<file path="src/rtl/read_arbiter.sv">
// rtl/read_arbiter.sv - output-side SRAM read arbiter with SP/WRR selection and framed per-port streaming
// Purpose: picks one output port with a pending packet descriptor (strict priority or
//   weighted round robin), reads the packet word by word from shared SRAM and streams it
//   to that port with one-hot vld/sop/eop framing and per-port backpressure.
// Ports:
//   clk, rst (sync, active-low)      clock / reset
//   sp0_wrr1                         0 = strict priority, 1 = weighted round robin
//   req, req_priority/addr/len       per-port packed packet descriptors
//   ready                            per-port sink ready
//   grant                            one-hot 1-cycle pulse, port pops its descriptor
//   sram_rd_en/addr, sram_rd_data    SRAM read port (data one cycle after strobe)
//   data_out, vld, sop, eop          shared output bus with one-hot framing
//   busy                             FSM not in IDLE
//   pkt_cnt, word_cnt                only when READ_ARB_STATS_EN is defined
module read_arbiter #(
   parameter int num_of_ports       = 16,
   parameter int arbiter_data_width = 256,
   parameter int priority_width     = 3,
   parameter int addr_width         = 14,
   parameter int len_width          = 8
) (
   input  logic                                   clk,
   input  logic                                   rst,
   input  logic                                   sp0_wrr1,
   input  logic [num_of_ports-1:0]                req,
   input  logic [num_of_ports*priority_width-1:0] req_priority,
   input  logic [num_of_ports*addr_width-1:0]     req_addr,
   input  logic [num_of_ports*len_width-1:0]      req_len,
   input  logic [num_of_ports-1:0]                ready,
   output logic [num_of_ports-1:0]                grant,
   output logic                                   sram_rd_en,
   output logic [addr_width-1:0]                  sram_rd_addr,
   input  logic [arbiter_data_width-1:0]          sram_rd_data,
   output logic [arbiter_data_width-1:0]          data_out,
   output logic [num_of_ports-1:0]                vld,
   output logic [num_of_ports-1:0]                sop,
   output logic [num_of_ports-1:0]                eop,
   output logic                                   busy
`ifdef READ_ARB_STATS_EN
   ,
   output logic [31:0]                            pkt_cnt,
   output logic [31:0]                            word_cnt
`endif
);

   localparam int SW   = (num_of_ports > 1) ? $clog2(num_of_ports) : 1;
   localparam int CW   = priority_width + 1;
   localparam int CNTW = len_width + 1;

   typedef enum logic [1:0] {IDLE, ARB, READ, DRAIN} state_t;

   state_t                 state;
   logic [SW-1:0]          sel_r;
   logic [addr_width-1:0]  addr_r;
   logic [CNTW-1:0]        cnt_r;
   logic                   first_r;
   logic [SW-1:0]          ptr_r;
   logic [CW-1:0]          credit [num_of_ports];

   logic [SW-1:0]          sp_sel, wrr_sel, arb_sel, next_ptr, widx;
   logic                   sp_found, wrr_found, reload;
   logic [priority_width-1:0] best_prio;
   logic [CW-1:0]          eff_credit [num_of_ports];
   logic [addr_width-1:0]  sel_addr;
   logic [len_width-1:0]   sel_len;
   logic [num_of_ports-1:0] arb_onehot, sel_onehot;
   int                     wj;

   // Strict priority: strictly-greater compare keeps the lowest index on ties.
   always_comb begin
      sp_sel    = '0;
      sp_found  = 1'b0;
      best_prio = '0;
      for (int i = 0; i < num_of_ports; i++) begin
         if (req[i] && (!sp_found ||
             req_priority[i*priority_width +: priority_width] > best_prio)) begin
            sp_found  = 1'b1;
            sp_sel    = SW'(i);
            best_prio = req_priority[i*priority_width +: priority_width];
         end
      end
   end

   // WRR credits reload for every port when no requesting port has credit left;
   // the reloaded values are used by the search in the same ARB cycle.
   always_comb begin
      reload = 1'b1;
      for (int i = 0; i < num_of_ports; i++) begin
         if (req[i] && credit[i] != '0) reload = 1'b0;
      end
      for (int i = 0; i < num_of_ports; i++) begin
         eff_credit[i] = reload ?
            CW'(req_priority[i*priority_width +: priority_width]) + CW'(1) : credit[i];
      end
   end

   // Circular search starting at the pointer.
   always_comb begin
      wrr_sel   = ptr_r;
      wrr_found = 1'b0;
      wj        = 0;
      widx      = '0;
      for (int k = 0; k < num_of_ports; k++) begin
         wj = int'(ptr_r) + k;
         if (wj >= num_of_ports) wj = wj - num_of_ports;
         widx = SW'(wj);
         if (!wrr_found && req[widx] && eff_credit[widx] != '0) begin
            wrr_found = 1'b1;
            wrr_sel   = widx;
         end
      end
   end

   assign arb_sel  = sp0_wrr1 ? wrr_sel : sp_sel;
   assign next_ptr = (wrr_sel == SW'(num_of_ports - 1)) ? '0 : wrr_sel + 1'b1;

   always_comb begin
      sel_addr   = '0;
      sel_len    = '0;
      arb_onehot = '0;
      sel_onehot = '0;
      for (int i = 0; i < num_of_ports; i++) begin
         if (arb_sel == SW'(i)) begin
            sel_addr      = req_addr[i*addr_width +: addr_width];
            sel_len       = req_len[i*len_width +: len_width];
            arb_onehot[i] = 1'b1;
         end
         if (sel_r == SW'(i)) sel_onehot[i] = 1'b1;
      end
   end

   // The read strobe follows the selected sink's ready in the same cycle.
   assign sram_rd_en   = (state == READ) && ready[sel_r];
   assign sram_rd_addr = addr_r;
   assign busy         = (state != IDLE);
   // SRAM data arrives in the cycle vld is high; keep the bus at zero otherwise.
   assign data_out     = (|vld) ? sram_rd_data : '0;

   always_ff @(posedge clk) begin
      if (!rst) begin
         state   <= IDLE;
         grant   <= '0;
         vld     <= '0;
         sop     <= '0;
         eop     <= '0;
         sel_r   <= '0;
         addr_r  <= '0;
         cnt_r   <= '0;
         first_r <= 1'b0;
         ptr_r   <= '0;
         for (int i = 0; i < num_of_ports; i++) credit[i] <= '0;
      end else begin
         grant <= '0;
         vld   <= sram_rd_en ? sel_onehot : '0;
         sop   <= (sram_rd_en && first_r) ? sel_onehot : '0;
         eop   <= (sram_rd_en && cnt_r == CNTW'(1)) ? sel_onehot : '0;
         case (state)
            IDLE: if (|req) state <= ARB;
            ARB: begin
               if (|req) begin
                  grant   <= arb_onehot;
                  sel_r   <= arb_sel;
                  addr_r  <= sel_addr;
                  cnt_r   <= CNTW'(sel_len) + CNTW'(1);
                  first_r <= 1'b1;
                  state   <= READ;
                  if (sp0_wrr1 && wrr_found) begin
                     for (int i = 0; i < num_of_ports; i++) credit[i] <= eff_credit[i];
                     credit[wrr_sel] <= eff_credit[wrr_sel] - CW'(1);
                     ptr_r <= (eff_credit[wrr_sel] == CW'(1)) ? next_ptr : wrr_sel;
                  end
               end else begin
                  state <= IDLE;
               end
            end
            READ: begin
               if (ready[sel_r]) begin
                  addr_r  <= addr_r + 1'b1;
                  cnt_r   <= cnt_r - CNTW'(1);
                  first_r <= 1'b0;
                  if (cnt_r == CNTW'(1)) state <= DRAIN;
               end
            end
            default: state <= IDLE;
         endcase
      end
   end

`ifdef READ_ARB_STATS_EN
   always_ff @(posedge clk) begin
      if (!rst) begin
         pkt_cnt  <= '0;
         word_cnt <= '0;
      end else begin
         if (|eop) pkt_cnt  <= pkt_cnt + 32'd1;
         if (|vld) word_cnt <= word_cnt + 32'd1;
      end
   end
`endif

endmodule

</file>
<file path="config.mk">
export PLATFORM = sky130hd
export DESIGN_NAME = read_arbiter
export DESIGN_NICKNAME = d
export VERILOG_FILES = /design/src/rtl/read_arbiter.sv
export SDC_FILE = /design/constraint.sdc
export NUM_CORES = 1
export LEC_CHECK = 0
export CORE_AREA = 2 2 395 397
export DETAILED_ROUTE_END_ITERATION = 12
export DIE_AREA = 0 0 397 399
export HOLD_SLACK_MARGIN = 0.02
export PLACE_DENSITY = 0.41
export SLEW_MARGIN = 20
export SYNTH_ARGS = -nofsm -noshare
export SYNTH_HDL_FRONTEND = slang
export SYNTH_SLANG_ARGS = --single-unit
</file>
<file path="constraint.sdc">
create_clock -name clk -period 43 [get_ports clk]
set_input_delay 12.9 -clock clk [delete_from_list [all_inputs] [get_ports clk]]
set_output_delay 12.9 -clock clk [all_outputs]
set_load 0.01 [all_outputs]
</file>
[After elaboration in Yosys (flattened, before gate mapping)]
Memories as Yosys holds them, arrays and structs flattened.
Index checks and enable logic that the tools add are counted.
Cells by class
  $add $sub $neg: 52
  $lt $le $gt $ge: 65
  equal/unequal tests: 39
  mux-type cells: 314
  bitwise gates (word level): 33
  reduce and logical (&&, ||, !) cells: 158
Operators by type and width (number)
  two-way mux 4 bit: 115
  binary-select mux 4 bit (select 4 bit): 17
  two-way mux 256 bit: 1
  two-way mux 14 bit: 18
  >= comparator 5 bit, second input constant: 32
  two-way mux 8 bit: 16
  nonzero test 4 bit: 32
  two-way mux 1 bit: 105
  less-than comparator 4 x 5 -> 1 bit, second input constant: 17
  inverter 4 -> 5 bit: 17
  binary-select mux 1 bit (select 4 bit): 17
  equality test 4 bit, second input constant: 17
  subtractor 4 x 1 -> 4 bit, second input constant: 17
  logical AND 1 bit: 66
  adder 3 x 1 -> 4 bit, second input constant: 16
  greater-than comparator 3 bit: 15
  two-way mux 3 bit: 15
  adder 4 x 4 -> 5 bit, second input constant: 8
  equality test 4 x 3 -> 1 bit, second input constant: 8
  OR reduction 16 bit: 2
  logical NOT 1 bit: 30
  one-hot mux 14 bit (2 select lines): 1
  adder 4 x 3 -> 5 bit, second input constant: 4
  two-way mux 9 bit: 2
  other kinds (25): 73
Word-level totals
  register bits: 98
  memory bits (writable): 64
  input port bits: 691
  output and inout bits: 336
  word-level logic and storage cells: 672
  memories: 1
Memories
  credit: depth 16, width 4, read ports 16, clocked after Yosys merged registers in 0, wr ports 17, line 58  | logic [CW-1:0] credit [num_of_ports];

[Longest topological paths before layout]
An unclocked memory read counts as a cell.
  depth after elaboration: 107
  gate-level depth with buffers: 132
  gate-level depth less buffers: 128

[Least setup slack after synthesis]
No wires, ideal clock.
  kind: input port to flip-flop
  start point: input req[0]
  end point: register cnt_r[4]
  library setup time: 0.122 ns
  arrival time: 34.880 ns
  data required time: 42.878 ns
  slack: 7.998 ns
  stages on the path: 118
  buffers on the path: 3
  cells stage by stage: clkbuf_1 > nand2_1 > ha_1 > a211oi_1 > o21ai_0 > nand2_1 > mux2_2 > ha_1 > nand3_1 > o21ai_0 > o22ai_1 > nand2_1 > a21oi_1 > inv_1 > ha_1 > nor2b_1 > o21ai_0 > a32oi_1 > (+82 left out) > o21a_1 > o21ai_0 > nand2_1 > a21oi_1 > nand3_1 > o21ai_0 > o22ai_1 > a211oi_1 > and3_1 > buf_2 > nand3_4 > o221ai_1 > a31oi_1 > o31ai_2 > inv_1 > ha_1 > and3b_1 > a221o_1
On the way
  word-level cells in the longest chain between the ends: 105
  elaborated cells on any way between the ends: 350
  classes of those cells: 1 x add/sub; 15 x order compare; 16 x eq/ne; 207 x mux; 111 x reduce/logical
RTL lines
  start: declaration: line 25  | input logic [num_of_ports-1:0] req,
  parallel branches: the longest is 105 deep, another holds greater-than comparator 3 bit
  end signal: assignment: line 164  | cnt_r <= CNTW'(sel_len) + CNTW'(1);
  end signal: assignment: line 179  | cnt_r <= cnt_r - CNTW'(1);
  end: declaration: line 55  | logic [CNTW-1:0] cnt_r;
Parallel ways; which one is timed is not known. The select of a mux whose other input is x is not followed.
A chain may end at the register's enable or synchronous reset.

[Worst setup path in the final report]
Same ends and word-level chain as after synthesis.

==> run summary <==
In this run, placement finished with an instance count of 5694. The number of detailed-route iterations in the first pass is 7. The initial antenna violation count is 77. The upper clock frequency limit came out at 25.02 MHz. The via-per-instance ratio is 4.865.

The die is 399 um tall. TritonCTS created 17 clock buffers. The largest stage delay on the critical path came out at 0.94 ns. STA classifies the critical path endpoint as a flip-flop. The width of the die came out at 397 um. The number of top-level pins came out at 1027. The flip-flop and latch count after synthesis is 162.

The run finished with clean final reports. The share of synthesized flip-flops with an asynchronous set or reset came out at 0%. Summed over all cells, the static leakage comes to 12.24 nW. Once detail routing completed, the nets flagged for antenna violations numbered 0. OpenSTA, run right after detailed placement, puts the worst setup slack at 2.829 ns. For flop-to-flop paths, the worst setup slack is 32.06 ns. The total negative slack for setup checks came out at 0 ns. The via count of the first global-routing pass is 27139. The post-synthesis sequential area ratio came out at 18.14%. The CTS sink count came out at 162. The detailed placement HPWL is 202000 um.

The number of setup buffers added after CTS is 0. The number of I/O port buffers came out at 1026. The maximum clock insertion buffer count came out at 2. The number of flops mapped to enable cells by yosys is 64. The tree is rooted in a sky130_fd_sc_hd__clkbuf_16. The total count of max-transition violations in the final report is 0. The congestion estimate from routability-driven global placement came to 0.9416. The violation count after the first detailed-route iteration is 2656. The required time of the worst setup path is 43.43 ns. The power density normalized to cell area is 90.03 nW/um2. The least setup slack across all paths after layout is 3.031 ns.

STA classifies the critical path startpoint as an input pin. Global routing finished with a remaining overflow of 0. The proportion of layout cells with a drive suffix above 1 is 7.958%. After clock tree synthesis, the clock-pin slew on the worst setup and hold paths is 0.08 ns. The count of unique library cells instantiated by Yosys is 126. The layout overhead on the synthesized area is 61.44%.

In the synthesized netlist the dominant register cell turns out to be sky130_fd_sc_hd__dfxtp_1. After the last flow step, the layout net total stands at 4430. The cell that appears most often on the critical path is sky130_fd_sc_hd__a21oi_1. The filler cells instantiated in the layout total 17084. TritonCTS built the clock tree.

The share of the synthesized area in the top cell type is 9.165%. By count the netlist is led by sky130_fd_sc_hd__and2_1 (278), sky130_fd_sc_hd__nand2_1 (265), sky130_fd_sc_hd__nor2_1 (207). The worst IR drop on VDD came out at 0.1920 mV.

For the worst setup path, the data arrival time is 40.40 ns. The gate count of the mapped netlist is 2762. The routed via count is 28093.

The routed wirelength normalized by instance count came out at 40.32 um. The mean area per synthesized cell came out at 7.750 um2. The overall routed net length is 232800 um. Row generation in the floorplan step produced 144 rows. The highest fanout seen on the critical path is 18. In this run the cell area of the synthesized design comes to 21410 um2. Entering global routing, the biggest net connects 115 pins. Sorting the synthesized cells by area gives the leading types as sky130_fd_sc_hd__dfxtp_1 (9.2%), sky130_fd_sc_hd__edfxtp_1 (9.0%), sky130_fd_sc_hd__and2_1 (8.1%). Among all stages on the critical path, the largest delay is contributed by sky130_fd_sc_hd__nor2_2. The largest total area in the synthesized netlist belongs to sky130_fd_sc_hd__dfxtp_1.

The global-route wire length before repair is 291200 um. Once layout is complete, the cells apart from fillers number 5774. Gates resized during post-CTS repair numbered 0. The count of endpoints failing hold in the final timing report came out at 0. Setup repair after global routing left no endpoint under its margin. The minimum clock period after layout is 39.97 ns.

The overall fraction of global-route tracks in use is 28.21%. The clock latency reported for the late side of the worst-skew pair came out at 0.54 ns. By startpoint and endpoint, the worst setup path is classified as in -> reg. The measured slew at the worst slew-check pin came out at 1.166 ns.

The total of endpoints with negative setup slack in the final report is 0. Across the routed clock network, the largest skew measured is 0.01764 ns. The number of warning messages in the yosys log came out at 0. The deepest level of the CTS H-tree is 4.

The number of nets in the synthesized netlist is 3523. The path class of the tightest hold or removal check is reg -> reg. The leading cell type by number of instances after synthesis is sky130_fd_sc_hd__and2_1.

The starting density of the core came out at 13.93%. The worst pin sits at a relative slew slack of 22.08%. The DRC violation count after routing is 0. The final critical-path share of the clock period is 92.95%.

The standard cell core area is 153700 um2. The die area is 158400 um2. For this design, the CTS-stage hold fixing added 0 buffers. The max-cap violation count is 0.
[stage by stage]
stage	hold WS [ns]	utilization [%]	cell area, um2	total power [mW]
after CTS	0.4962	22.41	34440	3.096
after global routing	0.5393	22.45	34510	3.251
after detailed placement	0.4787	22.01	33820	2.900
after floorplan	0.4404	-	21410	1.898
after global placement	0.4813	22.01	33820	2.903
final	0.4939	22.49	34560	3.111
[logic make-up (layout without fill, tap and decap cells)]
group,after synthesis,after routing,synth area share (%)
adders and majority gates,70,70,4.092
other,0,48,0
muxes,194,194,12.64
and+or+nand+nor,1204,1204,29.75
DFF,162,162,18.14
AOI/OAI and AO/OA,814,814,27.89
xor gates and xnor gates,44,44,1.923
buffers and inverters,274,1194,5.565
[per-layer routing]
metal	global-route usage, %	part of all wire [%]	up-vias
li1	-	-	12332
met1	27.95	33	14034
met2	52.34	52	1467
met3	6.577	7.0	234
met4	18.67	7.8	26
met5	0	0.069	-
[critical path: cells and delay by family]
kind / cells / cell delay [ns]
AOI/OAI and AO/OA: 58 / 12.59
buffers and inverters: 10 / 1.43
and+or+nand+nor: 24 / 4.93
adders and majority gates: 16 / 4.27
muxes: 11 / 4.24
[final timing paths]
check / start / cells past startpoint / to
setup reg to reg: credit[14][1]$_DFFE_PP_ / 23 / cnt_r[7]$_SDFFE_PN0P_
hold reg to reg: state[0]$_SDFFE_PN0P_ / 1 / state[0]$_SDFFE_PN0P_
hold / removal: state[0]$_SDFFE_PN0P_ / 1 / state[0]$_SDFFE_PN0P_
setup / recovery: req[0] / 119 / cnt_r[4]$_SDFFE_PN0P_
[sequential cells by signal, indices dropped and copies added, names as in the netlist]
register      cells
first_r           1
vld              16
sop              16
eop              16
ptr_r             4
cnt_r             9
credit           64
sel_r             4
grant            16
state             2
sram_rd_addr     14
[report_power, final]
group          switching, mW  total, mW  internal (mW)
Sequential            0.0353      0.216          0.181
Combinational           1.84       2.71          0.867
Clock                 0.0882      0.186         0.0974
Total                   1.97       3.11           1.15
[area by class of cell]
type | count | area [um2] | area share [%]
Antenna cell | 48 | 120.1 | 0.3476
Clock buffer | 20 | 436.7 | 1.264
Clock inverter | 12 | 180.2 | 0.5214
Inverter | 82 | 312.8 | 0.9051
Multi-Input combinational cell | 2326 | 16380 | 47.40
Sequential cell | 162 | 3889 | 11.25
Tap cell | 2044 | 2557 | 7.400
Timing Repair Buffer | 1080 | 10680 | 30.91
[layout by cell type, fill, tap and decap left out, types with 17 or more instances in the layout]
cell / instances
sky130_fd_sc_hd__a211oi_1: 32
sky130_fd_sc_hd__a21boi_0: 20
sky130_fd_sc_hd__a21o_1: 25
sky130_fd_sc_hd__a21oi_1: 119
sky130_fd_sc_hd__a221oi_1: 21
sky130_fd_sc_hd__a222oi_1: 23
sky130_fd_sc_hd__a22o_1: 20
sky130_fd_sc_hd__a22oi_1: 45
sky130_fd_sc_hd__a31oi_1: 35
sky130_fd_sc_hd__and2_1: 278
sky130_fd_sc_hd__and3_1: 40
sky130_fd_sc_hd__buf_4: 53
sky130_fd_sc_hd__clkbuf_16: 17
sky130_fd_sc_hd__clkdlybuf4s50_1: 1025
sky130_fd_sc_hd__dfxtp_1: 96
sky130_fd_sc_hd__diode_2: 48
sky130_fd_sc_hd__edfxtp_1: 64
sky130_fd_sc_hd__ha_1: 70
sky130_fd_sc_hd__inv_1: 74
sky130_fd_sc_hd__mux2_2: 33
sky130_fd_sc_hd__mux2i_1: 100
sky130_fd_sc_hd__mux4_2: 49
sky130_fd_sc_hd__nand2_1: 265
sky130_fd_sc_hd__nand2b_1: 24
sky130_fd_sc_hd__nand3_1: 107
sky130_fd_sc_hd__nand3b_1: 18
sky130_fd_sc_hd__nand4_1: 24
sky130_fd_sc_hd__nor2_1: 206
sky130_fd_sc_hd__nor2b_1: 32
sky130_fd_sc_hd__nor3_1: 82
sky130_fd_sc_hd__nor4_1: 26
sky130_fd_sc_hd__o211ai_1: 39
sky130_fd_sc_hd__o21ai_0: 130
sky130_fd_sc_hd__o22ai_1: 31
sky130_fd_sc_hd__o31ai_1: 36
sky130_fd_sc_hd__or2_2: 19
sky130_fd_sc_hd__xnor2_1: 32
Power figures use the tool's default switching activity.
